==> src/rtl/configure.sv <==
// ---------------------------------------------------------------------------
// configure -- shared types and constants for the bram arbiter slice.
//
// Contents:
//   mem_req_t    one memory request: {instr, addr[31:0], wdata[31:0], wstrb[3:0]}
//   arb_state_t  arbiter FSM states IDLE / BUSY_I / BUSY_D
//   GRANT_I/D    grant-id encoding, also used as the index of each port's
//                pending slot inside the arbiter
//   pick_winner  arbitration decision between the two request slots
// ---------------------------------------------------------------------------
package configure;

    typedef struct packed {
        logic        instr;
        logic [31:0] addr;
        logic [31:0] wdata;
        logic [3:0]  wstrb;
    } mem_req_t;

    typedef enum logic [1:0] {
        IDLE   = 2'd0,
        BUSY_I = 2'd1,
        BUSY_D = 2'd2
    } arb_state_t;

    localparam logic GRANT_I = 1'b0;
    localparam logic GRANT_D = 1'b1;

    localparam int NUM_PORTS = 2;

    // Winner among the eligible ports. With both eligible, either data has
    // fixed priority or the port that was not granted last time wins.
    // Only meaningful when at least one of pend_i / pend_d is set.
    function automatic logic pick_winner(
        input logic pend_i,
        input logic pend_d,
        input logic prio_d,
        input logic last_grant
    );
        logic win;
        if (pend_i && pend_d) begin
            if (prio_d) begin
                win = GRANT_D;
            end else if (last_grant == GRANT_I) begin
                win = GRANT_D;
            end else begin
                win = GRANT_I;
            end
        end else if (pend_d) begin
            win = GRANT_D;
        end else begin
            win = GRANT_I;
        end
        return win;
    endfunction

endpackage

==> src/rtl/bram_req_slot.sv <==
// ---------------------------------------------------------------------------
// bram_req_slot -- single-entry pending-request buffer for one requester.
//
// Ports:
//   clk       in   clock, rising edge
//   rst       in   asynchronous reset, active-low
//   valid     in   request pulse from the requester
//   req       in   request payload presented with valid
//   clear     in   the buffered request completes this cycle
//   eff_pend  out  slot holds a request that is eligible for issue this
//                  cycle (includes a same-cycle capture)
//   eff_req   out  the request that would be issued this cycle
//
// A valid arriving while the slot is still occupied (and not completing)
// is a protocol violation and is dropped; the older request is kept.
// A valid arriving in the completion cycle refills the slot immediately.
// ---------------------------------------------------------------------------
module bram_req_slot
    import configure::*;
(
    input  logic     clk,
    input  logic     rst,
    input  logic     valid,
    input  mem_req_t req,
    input  logic     clear,
    output logic     eff_pend,
    output mem_req_t eff_req
);

    logic     pend_reg;
    mem_req_t req_reg;
    logic     take;

    // Room for a new request if empty or the current one finishes now.
    assign take = valid && (!pend_reg || clear);

    always_ff @(posedge clk or negedge rst) begin
        if (!rst) begin
            pend_reg <= 1'b0;
            req_reg  <= '0;
        end else begin
            if (take) begin
                pend_reg <= 1'b1;
                req_reg  <= req;
            end else if (clear) begin
                pend_reg <= 1'b0;
            end
        end
    end

    // Bypass lets a freshly captured request be issued in its capture cycle.
    assign eff_pend = take || (pend_reg && !clear);
    assign eff_req  = take ? req : req_reg;

endmodule

==> src/rtl/bram_arbiter.sv <==
// ---------------------------------------------------------------------------
// bram_arbiter -- shares one single-port block RAM between the instruction
// fetch port (imem) and the data load/store port (dmem).
//
// Parameters:
//   prio_data  0 = round-robin under contention, 1 = data port always wins
//
// Ports:
//   rst              in   asynchronous reset, active-low
//   clk              in   clock, rising edge
//   imem_valid       in   instruction-port request pulse
//   imem_instr       in   instruction-fetch tag
//   imem_addr[31:0]  in   byte address
//   imem_wdata[31:0] in   write data
//   imem_wstrb[3:0]  in   byte strobes, 0 = read
//   imem_rdata[31:0] out  read data, valid with imem_ready (0 otherwise)
//   imem_ready       out  completion pulse
//   dmem_*                same set for the data port
//   bram_valid/instr/addr/wdata/wstrb  out  registered request to the bram
//   bram_rdata[31:0] in   bram read data
//   bram_ready       in   bram completion, the cycle after bram_valid
//
// Each port request is buffered in a bram_req_slot. The FSM issues one
// request at a time; when the bram completes it, the next winner is issued
// in the same cycle so the bram sees a transaction every two cycles.
// ---------------------------------------------------------------------------
module bram_arbiter
    import configure::*;
#(
    parameter bit prio_data = 1'b0
) (
    input  logic        rst,
    input  logic        clk,

    input  logic        imem_valid,
    input  logic        imem_instr,
    input  logic [31:0] imem_addr,
    input  logic [31:0] imem_wdata,
    input  logic [3:0]  imem_wstrb,
    output logic [31:0] imem_rdata,
    output logic        imem_ready,

    input  logic        dmem_valid,
    input  logic        dmem_instr,
    input  logic [31:0] dmem_addr,
    input  logic [31:0] dmem_wdata,
    input  logic [3:0]  dmem_wstrb,
    output logic [31:0] dmem_rdata,
    output logic        dmem_ready,

    output logic        bram_valid,
    output logic        bram_instr,
    output logic [31:0] bram_addr,
    output logic [31:0] bram_wdata,
    output logic [3:0]  bram_wstrb,
    input  logic [31:0] bram_rdata,
    input  logic        bram_ready
);

    // Per-port signals, indexed by grant id (GRANT_I = imem, GRANT_D = dmem).
    logic [NUM_PORTS-1:0] port_valid;
    logic [NUM_PORTS-1:0] port_clear;
    logic [NUM_PORTS-1:0] eff_pend;
    mem_req_t             port_req [NUM_PORTS];
    mem_req_t             eff_req  [NUM_PORTS];

    arb_state_t state_reg;
    arb_state_t state_next;
    logic       last_grant_reg;
    logic       bram_valid_reg;
    mem_req_t   bram_req_reg;

    logic       decide;
    logic       issue;
    logic       winner;
    mem_req_t   issue_req;

    assign port_valid[GRANT_I] = imem_valid;
    assign port_valid[GRANT_D] = dmem_valid;
    assign port_req[GRANT_I]   = {imem_instr, imem_addr, imem_wdata, imem_wstrb};
    assign port_req[GRANT_D]   = {dmem_instr, dmem_addr, dmem_wdata, dmem_wstrb};

    // Completion is only honoured while a transaction is outstanding, so a
    // stray bram_ready in IDLE (e.g. left over from before reset) is dropped.
    assign port_clear[GRANT_I] = bram_ready && (state_reg == BUSY_I);
    assign port_clear[GRANT_D] = bram_ready && (state_reg == BUSY_D);

    generate
        for (genvar gi = 0; gi < NUM_PORTS; gi++) begin : g_slot
            bram_req_slot u_slot (
                .clk      (clk),
                .rst      (rst),
                .valid    (port_valid[gi]),
                .req      (port_req[gi]),
                .clear    (port_clear[gi]),
                .eff_pend (eff_pend[gi]),
                .eff_req  (eff_req[gi])
            );
        end
    endgenerate

    // A new issue decision is taken in IDLE or on the completion cycle.
    assign decide = (state_reg == IDLE) || (|port_clear);

    always_comb begin
        state_next = state_reg;
        issue      = 1'b0;
        winner     = pick_winner(eff_pend[GRANT_I], eff_pend[GRANT_D],
                                 prio_data, last_grant_reg);

        case (state_reg)
            IDLE, BUSY_I, BUSY_D: begin
                if (decide) begin
                    if (|eff_pend) begin
                        issue      = 1'b1;
                        state_next = (winner == GRANT_D) ? BUSY_D : BUSY_I;
                    end else begin
                        state_next = IDLE;
                    end
                end
            end
            default: begin
                state_next = IDLE;
            end
        endcase
    end

    assign issue_req = eff_req[winner];

    always_ff @(posedge clk or negedge rst) begin
        if (!rst) begin
            state_reg      <= IDLE;
            last_grant_reg <= GRANT_I;
            bram_valid_reg <= 1'b0;
            bram_req_reg   <= '0;
        end else begin
            state_reg      <= state_next;
            bram_valid_reg <= issue;
            if (issue) begin
                bram_req_reg   <= issue_req;
                last_grant_reg <= winner;
            end
        end
    end

    assign bram_valid = bram_valid_reg;
    assign bram_instr = bram_req_reg.instr;
    assign bram_addr  = bram_req_reg.addr;
    assign bram_wdata = bram_req_reg.wdata;
    assign bram_wstrb = bram_req_reg.wstrb;

    assign imem_ready = port_clear[GRANT_I];
    assign dmem_ready = port_clear[GRANT_D];

    // Read data is forced to 0 outside the completion pulse so every output
    // reads 0 while the arbiter is idle or held in reset.
    assign imem_rdata = imem_ready ? bram_rdata : 32'h0;
    assign dmem_rdata = dmem_ready ? bram_rdata : 32'h0;

endmodule

==> config.mk <==
export PLATFORM = sky130hd
export DESIGN_NAME = bram_arbiter
export DESIGN_NICKNAME = d
export VERILOG_FILES = /design/src/rtl/configure.sv /design/src/rtl/bram_req_slot.sv /design/src/rtl/bram_arbiter.sv
export SDC_FILE = /design/constraint.sdc
export NUM_CORES = 1
export LEC_CHECK = 0
export CELL_PAD_IN_SITES_DETAIL_PLACEMENT = 0
export CELL_PAD_IN_SITES_GLOBAL_PLACEMENT = 2
export CORE_UTILIZATION = 27
export CTS_CLUSTER_DIAMETER = 100
export DETAILED_ROUTE_END_ITERATION = 16
export HOLD_SLACK_MARGIN = 0.05
export PLACE_DENSITY = 0.82
export SLEW_MARGIN = 30
export SYNTH_ARGS = -nofsm -noshare
export SYNTH_HDL_FRONTEND = slang
export SYNTH_SLANG_ARGS = --single-unit
==> constraint.sdc <==
create_clock -name clk -period 1.7 [get_ports clk]
set_clock_uncertainty 0.1 [all_clocks]
set_input_delay 0.34 -clock clk [delete_from_list [all_inputs] [get_ports clk]]
set_output_delay 0.34 -clock clk [all_outputs]
set_load 0.005 [all_outputs]
==> metrics.txt <==
outcome complete, but fails checks; failing checks setup timing; max cap viols 0; Psw 13390 uW; R2R depth 9; delay-heaviest family, CP simple AND/OR/NAND/NOR gates; Syn. warnings 0; routed vias/inst 5.213; nets@finish 1731; Worst Path Buf+Inv 2; pwr/cell area 1797 mW/mm2; vias in the first global route 11330; CP Capture Type output pin; max incr delay on CP 0.45 ns; Post-Syn Nets 1293; CTS Buf Count 27; # fillers 3804; Synth Flop Type dfrtp_1; #FFs+latches synth 213; Slew HR 61.04%; Max FO, Critical Path 8; GRT Total Usage 21.93%; total clock sinks 213; crit-path cells and3b_4 -> clkbuf_16 -> and2_4 -> buf_6; register area 0.005330 mm2; Distinct cells, synth 32; H-tree levels 1; antenna violations before repair 3; Layout Cell Area excl Fill 0.02043 mm2; Comb pwr share 61.0%; IO Count 311; Startpoint Class register; placed insts 1945; Final period util 132.5%; FFs w/ async S/R, synth 100.0%; GRT overflow 0; Detailed Route WL 51170 um; area of placed instances 0.01602 mm2; Cells after Synth 1118; Post-Syn Area 0.01154 mm2; Core Rows 75; r2r endpoint g_slot[1].u_slot.req_reg[7]$_DFF_PN0_; Setup WS post-layout -0.5533 ns; Clk pin slew, worst setup/hold paths 0.06 ns; count of final setup violators 277; worst vdd ir 942.2 uV; Initial Util 27.45%; GP Congestion 0.7613; Area growth, synth to finish 77.04%; Critical Path RT 1.26 ns; slowest CP cell and3b_4; largest net degree at the start of global routing 83; Final min period 2.253 ns; DR WL/cell 24.18 um; die area 0.04357 mm2; Final Non-Filler Cells 2116; P_leak 0.008991 uW; Arr. time, crit path 1.81 ns; die span in x 208.7 um; Reg2Reg Setup Slack -0.54 ns; DRT iter0 DRCs 622; number of flops mapped to enable cells by yosys 0; Die Ht 208.7 um; most frequent cells in the layout 213 x dfrtp_1, 172 x clkdlybuf4s50_1, 76 x buf_4, 72 x nor2b_1, 72 x nand2_1; DP HPWL 26670 um; Setup CP Type reg -> out; Flop pwr share 23.9%; first-pass GRT wire length 72670 um; clock latency at the later pin of the worst-skew pair 0.54 ns; Clock Tree Buf Depth 3; most common cell after layout, fill and taps aside dfrtp_1; clock share of power 15.1%; fmax 443.8 MHz; core box area 0.04204 mm2; Internal Power 23320 uW; sequential fraction of the synthesis area 46.19%; worst hold path type in -> async; Worst-Margin Slew 0.5844 ns; ANT nets after route 0; CTS tree built; flip-flop count of the largest register after layout 138; number of port buffers 310; Multi-input gate area 0.007142 mm2; Net Sw Frac 36.47%; Fin. Hold Viols 0; worst r2r src state_reg[0]$_DFFE_PN0P_; CTS root buffer clkbuf_16; Pre-antenna DRT Iters 5; Max Slew Vio Count 0; worst slack, placed -0.8479 ns; share of layout cells above drive strength 1 39.15%; vias 11030; Avg Inst Size Synth 10.32 um2; Remaining DRCs 0; RSZ-0062 raised after global routing true
layout make-up:
class / instances / share of cell area, %
sequential: 213 / 26.09
timing repair inverter: 3 / 0.2144
clock inverter: 5 / 0.1225
multi-input combinational: 781 / 34.96
clock buffer: 44 / 3.963
antenna: 1 / 0.01225
tap: 539 / 3.301
timing repair buffer: 526 / 31.22
inverter: 4 / 0.1164
power groups by stage:
stage / Clock (uW) / Combinational, uW / Sequential [uW]
floorplan: 0 / 9030 / 8550
global placement: 0 / 14900 / 8710
detailed placement: 0 / 15200 / 8790
CTS: 5710 / 19700 / 8720
global route: 5910 / 23900 / 9030
finish: 5540 / 22400 / 8760
Yosys cell counts (all sizes together) (4+ instances only):
cell type,instances,share of area [%]
a21o,71,4.6
a21oi,70,3.0
a221oi,69,7.9
and2,64,3.5
buf,45,2.3
clkbuf,76,2.5
dfrtp,213,46
inv,4,0.13
mux2,69,6.7
nand2,73,2.4
nor2b,73,4.0
nor3b,70,4.6
o21ai,71,3.1
o31ai,69,4.5
or3,69,3.7
cells by family (layout without fill, tap and decap cells):
group	Yosys count	count (layout)	share of synthesized area, %
compound gates	356	357	23.67
simple gates	355	355	18.49
flops	213	213	46.19
buf+inv	125	582	4.922
mux	69	69	6.733
other cells	0	1	0
worst reg2reg max path, delay by kind of cell, from the launching register on:
kind / cells / cell delay (ns)
AOI/OAI and AO/OA: 1 / 0.20
DFF: 1 / 0.40
and+or+nand+nor: 1 / 0.22
buffers and inverters: 6 / 0.89
muxes: 1 / 0.31
how the worst max path moves through the flow:
stage / start / endpoint / slack, ns / cells past startpoint
5_1_grt: state_reg[1]$_DFFE_PN0P_ / imem_rdata[4] / -0.62 / 4
6_report: state_reg[1]$_DFFE_PN0P_ / imem_rdata[22] / -0.55 / 4
4_1_cts: state_reg[0]$_DFFE_PN0P_ / imem_rdata[5] / -0.61 / 6
2_1_floorplan: state_reg[1]$_DFFE_PN0P_ / bram_addr[0]$_DFFE_PN0P_ / -0.14 / 7
3_5_place_dp: bram_ready / bram_addr[6]$_DFFE_PN0P_ / -0.85 / 8
3_3_place_gp: bram_ready / bram_addr[6]$_DFFE_PN0P_ / -0.83 / 8
through the flow:
stage               util, %  TNS (ns)  power, uW  hold WS, ns
floorplan                 -    -8.391      17580     -0.05559
global placement      38.10   -172.33      23640       0.1533
detailed placement    38.10   -179.80      24010       0.1572
CTS                   45.04   -109.72      34110       0.1705
global route          48.60   -123.25      38800       0.2010
finish                48.60   -109.96      36700       0.1824
metal layers:
metal	up-vias	share of wire [%]	GRT usage, %
met5	-	0.025	0
met4	2	2.3	4.310
met3	70	6.3	3.998
met2	394	49	38.56
met1	5587	42	28.01
li1	4977	-	-
timing repair:
action                     4_1_cts  5_1_grt
setup buffers                   53       30
gates cloned                    39       16
hold buffers                     1        0
hold endpoints to repair       213        0
setup endpoints to repair      323      294
gates resized for setup        551      283
pin swaps                       40       96
(Power assumes the default switching activity.)
